[src/rtl/mem_port_arbiter.sv]
// mem_port_arbiter: shares one single-ported memory between the fetch and data ports, one transaction at a time.
// Define ARB_FAIRNESS_EN to force a fetch grant after MAX_STARVE consecutive data wins over a waiting fetch.
module mem_port_arbiter #(
   parameter int AW         = 12,
   parameter int MEM_LAT    = 1,
   parameter int MAX_STARVE = 4
) (
   input  logic          clk,
   input  logic          rst,
   input  logic          if_req,
   input  logic [AW-1:0] if_addr,
   output logic [31:0]   if_rdata,
   output logic          if_ready,
   input  logic          dm_req,
   input  logic          dm_we,
   input  logic [3:0]    dm_be,
   input  logic [AW-1:0] dm_addr,
   input  logic [31:0]   dm_wdata,
   output logic [31:0]   dm_rdata,
   output logic          dm_ready,
   output logic          mem_en,
   output logic          mem_we,
   output logic [3:0]    mem_be,
   output logic [AW-3:0] mem_addr,
   output logic [31:0]   mem_wdata,
   input  logic [31:0]   mem_rdata,
   output logic          busy,
   output logic          owner
);
   localparam logic [1:0] S_IDLE = 2'd0, S_ISSUE = 2'd1, S_WAIT = 2'd2, S_DONE = 2'd3;
   logic [1:0]    state_q, state_d;
   logic [3:0]    cnt_q, cnt_d;
   logic          owner_q, owner_d, we_q, we_d;
   logic [3:0]    be_q, be_d;
   logic [AW-3:0] addr_q, addr_d;
   logic [31:0]   wdata_q, wdata_d, if_rdata_q, if_rdata_d, dm_rdata_q, dm_rdata_d;
   logic          mem_en_q, mem_en_d, mem_we_q, mem_we_d;
   logic [3:0]    mem_be_q, mem_be_d;
   logic          if_ready_q, if_ready_d, dm_ready_q, dm_ready_d, busy_q, busy_d;
   logic          grant_data;
   logic          unused_addr_lsbs;

   assign unused_addr_lsbs = ^{if_addr[1:0], dm_addr[1:0]};

`ifdef ARB_FAIRNESS_EN
   logic [3:0] starve_q, starve_d;
   assign grant_data = dm_req && !(if_req && starve_q == 4'(MAX_STARVE));
   always_comb starve_d = (state_q == S_IDLE && (dm_req || if_req)) ? (grant_data ? starve_q + {3'b0, if_req} : 4'd0) : starve_q;
   always_ff @(posedge clk or posedge rst)
      if (rst) starve_q <= 4'd0;
      else     starve_q <= starve_d;
`else
   assign grant_data = dm_req;
`endif

   always_comb begin
      state_d    = state_q;
      cnt_d      = cnt_q;
      owner_d    = owner_q;
      we_d       = we_q;
      be_d       = be_q;
      addr_d     = addr_q;
      wdata_d    = wdata_q;
      if_rdata_d = if_rdata_q;
      dm_rdata_d = dm_rdata_q;
      case (state_q)
         S_IDLE: if (dm_req || if_req) begin
            state_d = S_ISSUE;
            owner_d = grant_data;
            we_d    = grant_data && dm_we;
            be_d    = dm_be;
            addr_d  = grant_data ? dm_addr[AW-1:2] : if_addr[AW-1:2];
            if (grant_data) wdata_d = dm_wdata;
         end
         S_ISSUE: begin
            cnt_d   = 4'(MEM_LAT - 1);
            state_d = S_WAIT;
         end
         S_WAIT: if (cnt_q == 4'd0) begin
            state_d = S_DONE;
            if (!owner_q) if_rdata_d = mem_rdata;
            else if (!we_q) dm_rdata_d = mem_rdata;
         end else cnt_d = cnt_q - 4'd1;
         default: state_d = S_IDLE;
      endcase
   end

   // every output is registered, so strobes are derived from the next state
   assign mem_en_d   = state_d == S_ISSUE;
   assign mem_we_d   = mem_en_d && we_d;
   assign mem_be_d   = !mem_en_d ? 4'h0 : we_d ? be_d : 4'hF;
   assign if_ready_d = state_d == S_DONE && !owner_q;
   assign dm_ready_d = state_d == S_DONE && owner_q;
   assign busy_d     = state_d != S_IDLE;

   always_ff @(posedge clk or posedge rst)
      if (rst) begin
         state_q    <= S_IDLE;
         cnt_q      <= 4'd0;
         owner_q    <= 1'b0;
         we_q       <= 1'b0;
         be_q       <= 4'h0;
         addr_q     <= '0;
         wdata_q    <= 32'h0;
         if_rdata_q <= 32'h0;
         dm_rdata_q <= 32'h0;
         mem_en_q   <= 1'b0;
         mem_we_q   <= 1'b0;
         mem_be_q   <= 4'h0;
         if_ready_q <= 1'b0;
         dm_ready_q <= 1'b0;
         busy_q     <= 1'b0;
      end else begin
         state_q    <= state_d;
         cnt_q      <= cnt_d;
         owner_q    <= owner_d;
         we_q       <= we_d;
         be_q       <= be_d;
         addr_q     <= addr_d;
         wdata_q    <= wdata_d;
         if_rdata_q <= if_rdata_d;
         dm_rdata_q <= dm_rdata_d;
         mem_en_q   <= mem_en_d;
         mem_we_q   <= mem_we_d;
         mem_be_q   <= mem_be_d;
         if_ready_q <= if_ready_d;
         dm_ready_q <= dm_ready_d;
         busy_q     <= busy_d;
      end

   assign if_rdata  = if_rdata_q;
   assign if_ready  = if_ready_q;
   assign dm_rdata  = dm_rdata_q;
   assign dm_ready  = dm_ready_q;
   assign mem_en    = mem_en_q;
   assign mem_we    = mem_we_q;
   assign mem_be    = mem_be_q;
   assign mem_addr  = addr_q;
   assign mem_wdata = wdata_q;
   assign busy      = busy_q;
   assign owner     = owner_q;
endmodule

[config.mk]
export PLATFORM = sky130hd
export DESIGN_NAME = mem_port_arbiter
export DESIGN_NICKNAME = d
export VERILOG_FILES = /design/src/rtl/mem_port_arbiter.sv
export SDC_FILE = /design/constraint.sdc
export NUM_CORES = 1
export LEC_CHECK = 0
export ABC_AREA = 1
export BUFFER_PORTS_ARGS = -buffer_cell sky130_fd_sc_hd__buf_2
export CAP_MARGIN = 10
export CORE_MARGIN = 1
export CORE_UTILIZATION = 25
export DETAILED_ROUTE_END_ITERATION = 8
export PLACE_DENSITY = 0.45
export SYNTH_ARGS = -nofsm -noshare
export SYNTH_HDL_FRONTEND = slang
export SYNTH_SLANG_ARGS = --single-unit
[constraint.sdc]
create_clock -name clk -period 10.67 [get_ports clk]
set_clock_uncertainty 0.2 [all_clocks]
set_input_delay 1.6005 -clock clk [delete_from_list [all_inputs] [get_ports clk]]
set_output_delay 1.6005 -clock clk [all_outputs]
set_load 0.005 [all_outputs]
==> results.yml <==
synthesis:
  seq_area_frac_synth_pct: 58.0
  postSynthCellCount: 552
  yosysWarnings: 0
  synth_area_per_cell_um2: 9.93
  synth_top_area_share_pct: 58.0
  netlist-cell-type-count: 23
  synth_largest_area_cell: "dfrtp_1"
  syn_nets: 655
  synth_area_um2: 5480
  synth.ff_latch_count: 127
  netlist_top_cells_area: "dfrtp_1 (58%), o21ai_2 (10%), nand2_1 (9.9%), nand2_2 (6.5%), inv_1 (4.3%)"
timing:
  fin_crit_share_pct: 29.4
  max_slew.worst_pin.slew_ns: 1.08
  fin_ws_ns: 7.53
  period_needed_ns: 3.14
  rsz0062_at_grt: "false"
  achievable-frequency_ghz: 0.319
  drv_slew: 0
  timing.final.hold_violations: 0
  setup_tns_ns: 0
  timing.final.setup_violations: 0
  maxSlewHeadroom_pct: 27.7
clock_network:
  cts-buffers-inserted: 17
  clock-sinks: 127
  ctsResizeCount: 0
  clk_pin_slew_ns: 0.06
  cts.repair_timing.setup_buffer_count: 0
  cts_tree: "yes"
  cts-htree-levels: 4
  cts.hold.buffers_added: 0
  cts_buffer_depth: 2
  cts_root_buffer: "clkbuf_16"
  insertion_delay_ns: 0.41
detailed_routing:
  via_density_per_instance: 3.93
  met1_length_mm: 5.98
  firstDrtPassIters: 4
  post_drt_wl_per_cell_um: 12.5
  detailed_router_s_first_iteration_violation_count: 124
  maxUsedRoutingLayer: "met4"
  antenna_nets_post_route: 0
  vias: 4110
  postRouteWirelength_mm: 13.1
  wl_met2_mm: 6.24
  drc: 0
  route.met3.wl_um: 775
placed_design:
  place.gp.congestion: 0.708
  portBuffers: 208
  dp_worst_setup_slack_ns: 7.08
  dp_hpwl_mm: 8.76
  place_area_um2: 6700
global_routing:
  first_global_vias: 4117
  grt_util_all_layers_pct: 12.2
  grt_pass1_wl_mm: 21.2
  grt_antenna_before_repair: 0
  grt_remaining_overflow: 0
  largest_net_degree_at_the_start_of_global_routing: 70
power_and_ir_drop:
  vdd_ir_drop_max_mv: 0.105
  power_density_nw_per_um2: 311
  post-layout-total-power_mw: 2.27
  power.leakage_nw: 3.97
final_layout:
  postLayoutCoreUtil_pct: 34.4
  layout.nets: 861
  post-route-cell-area_um2: 7310
  commonest_non_fill_non_tap_cell_in_the_layout: "buf_2"
  syn_to_final_growth_pct: 33.3
  final_cell_mix: "buf_2 (208), nand2_1 (145), dfrtp_1 (127)"
  drive_above_1_share_pct: 48.4
  diodes: 0
die:
  full_die_area_um2: 22500
  die-height_um: 150
  std_cell_rows: 53
  initial_utilization_pct: 25.8
  core_area_um2: 21300
  ioPinCount: 213
  die_x_um: 150
worst_hold_path:
  hp-class: "reg2reg"
critical_path:
  crit_path_capture_type: "register"
  worstSetupPathType: "in2reg"
  crit_path_required_time_ns: 10.76
  path_max_fanout: 40
  worst_setup_path_start_kind: "input port"
  crit_arrival_ns: 3.23
run:
  cap_violations: 0
status:
  result_of_the_run: "finished, final reports clean"
==> cells by family (layout without fill, tap and decap cells) <==
kind of cell | count (synthesis) | count (layout) | share of synthesized area [%]
adders and majority gates | 6 | 6 | 1.37
xor gates and xnor gates | 1 | 1 | 0.160
AOI/OAI and AO/OA | 89 | 89 | 12.5
DFF | 127 | 127 | 58.0
buffers and inverters | 92 | 311 | 8.10
and+or+nand+nor | 237 | 237 | 19.9
==> worst max-delay path, cell delays in order <==
cell     delay [ns]
buf_2          0.27
nand2_1        0.09
buf_4          0.28
inv_2          0.49
nand2_1        0.10
nand2_1        0.20
nand2_1        0.08
inv_1          0.05
nor2_1         0.04
==> sequential cells by signal (all words and copies together) (netlist names) <==
name and cells:
we_q 1, dm_ready 1, mem_be 4, busy 1, owner 1, dm_rdata 32
mem_addr 10, mem_wdata 32, cnt_q 4, if_rdata 32, mem_en 1, be_q 4
mem_we 1, if_ready 1, state_q 2
==> power breakdown <==
part,switching [mW],internal [mW]
clock,0.234,0.372
sequential,0.127,0.716
combinational,0.459,0.367
total,0.820,1.45
==> per-stage QoR <==
| stage | std cells | hold slack, ns |
|---|---|---|
| after floorplan | 552 | 0.245 |
| after global placement | 1014 | 0.246 |
| after detailed placement | 1014 | 0.243 |
| after CTS | 1046 | 0.251 |
| after global routing | 1046 | 0.288 |
| final | 1046 | 0.247 |
==> path summary, 6_finish.rpt <==
check | slack (ns) | cells past startpoint | from | endpoint
max | 7.53 | 9 | dm_req | mem_be[3]
min | 0.25 | 1 | owner | if_ready
max reg2reg | 8.19 | 9 | state_q[0] | mem_be[3]
min reg2reg | 0.25 | 1 | owner | if_ready
max in group asynchronous | 7.76 | 3 | rst | mem_be[3]
min in group asynchronous | 1.11 | 2 | rst | dm_rdata[2]
==> final cells by class <==
type,count,area [um2]
fill,2244,14000
tap,275,344
timing repair buffer,210,1060
sequential,127,3180
clock buffer,18,429
inverter,69,262
clock inverter,14,181
multi-input combinational,333,1860
==> synth_stat cells (all sizes together) <==
master,instances
nor2,21
or2,1
inv,67
nand4,1
nand3b,4
o21ai,79
xor2,1
clkbuf,4
buf,19
a21oi,10
dfrtp,127
clkinv,2
nand3,6
nand2,204
ha,6
==> per-layer routing <==
layer,vias up,track usage [%]
met5,-,0
met4,0,4.09
met3,9,4.24
met2,125,19.3
met1,1866,15.6
li1,2110,-
(Power assumes the default switching activity.)
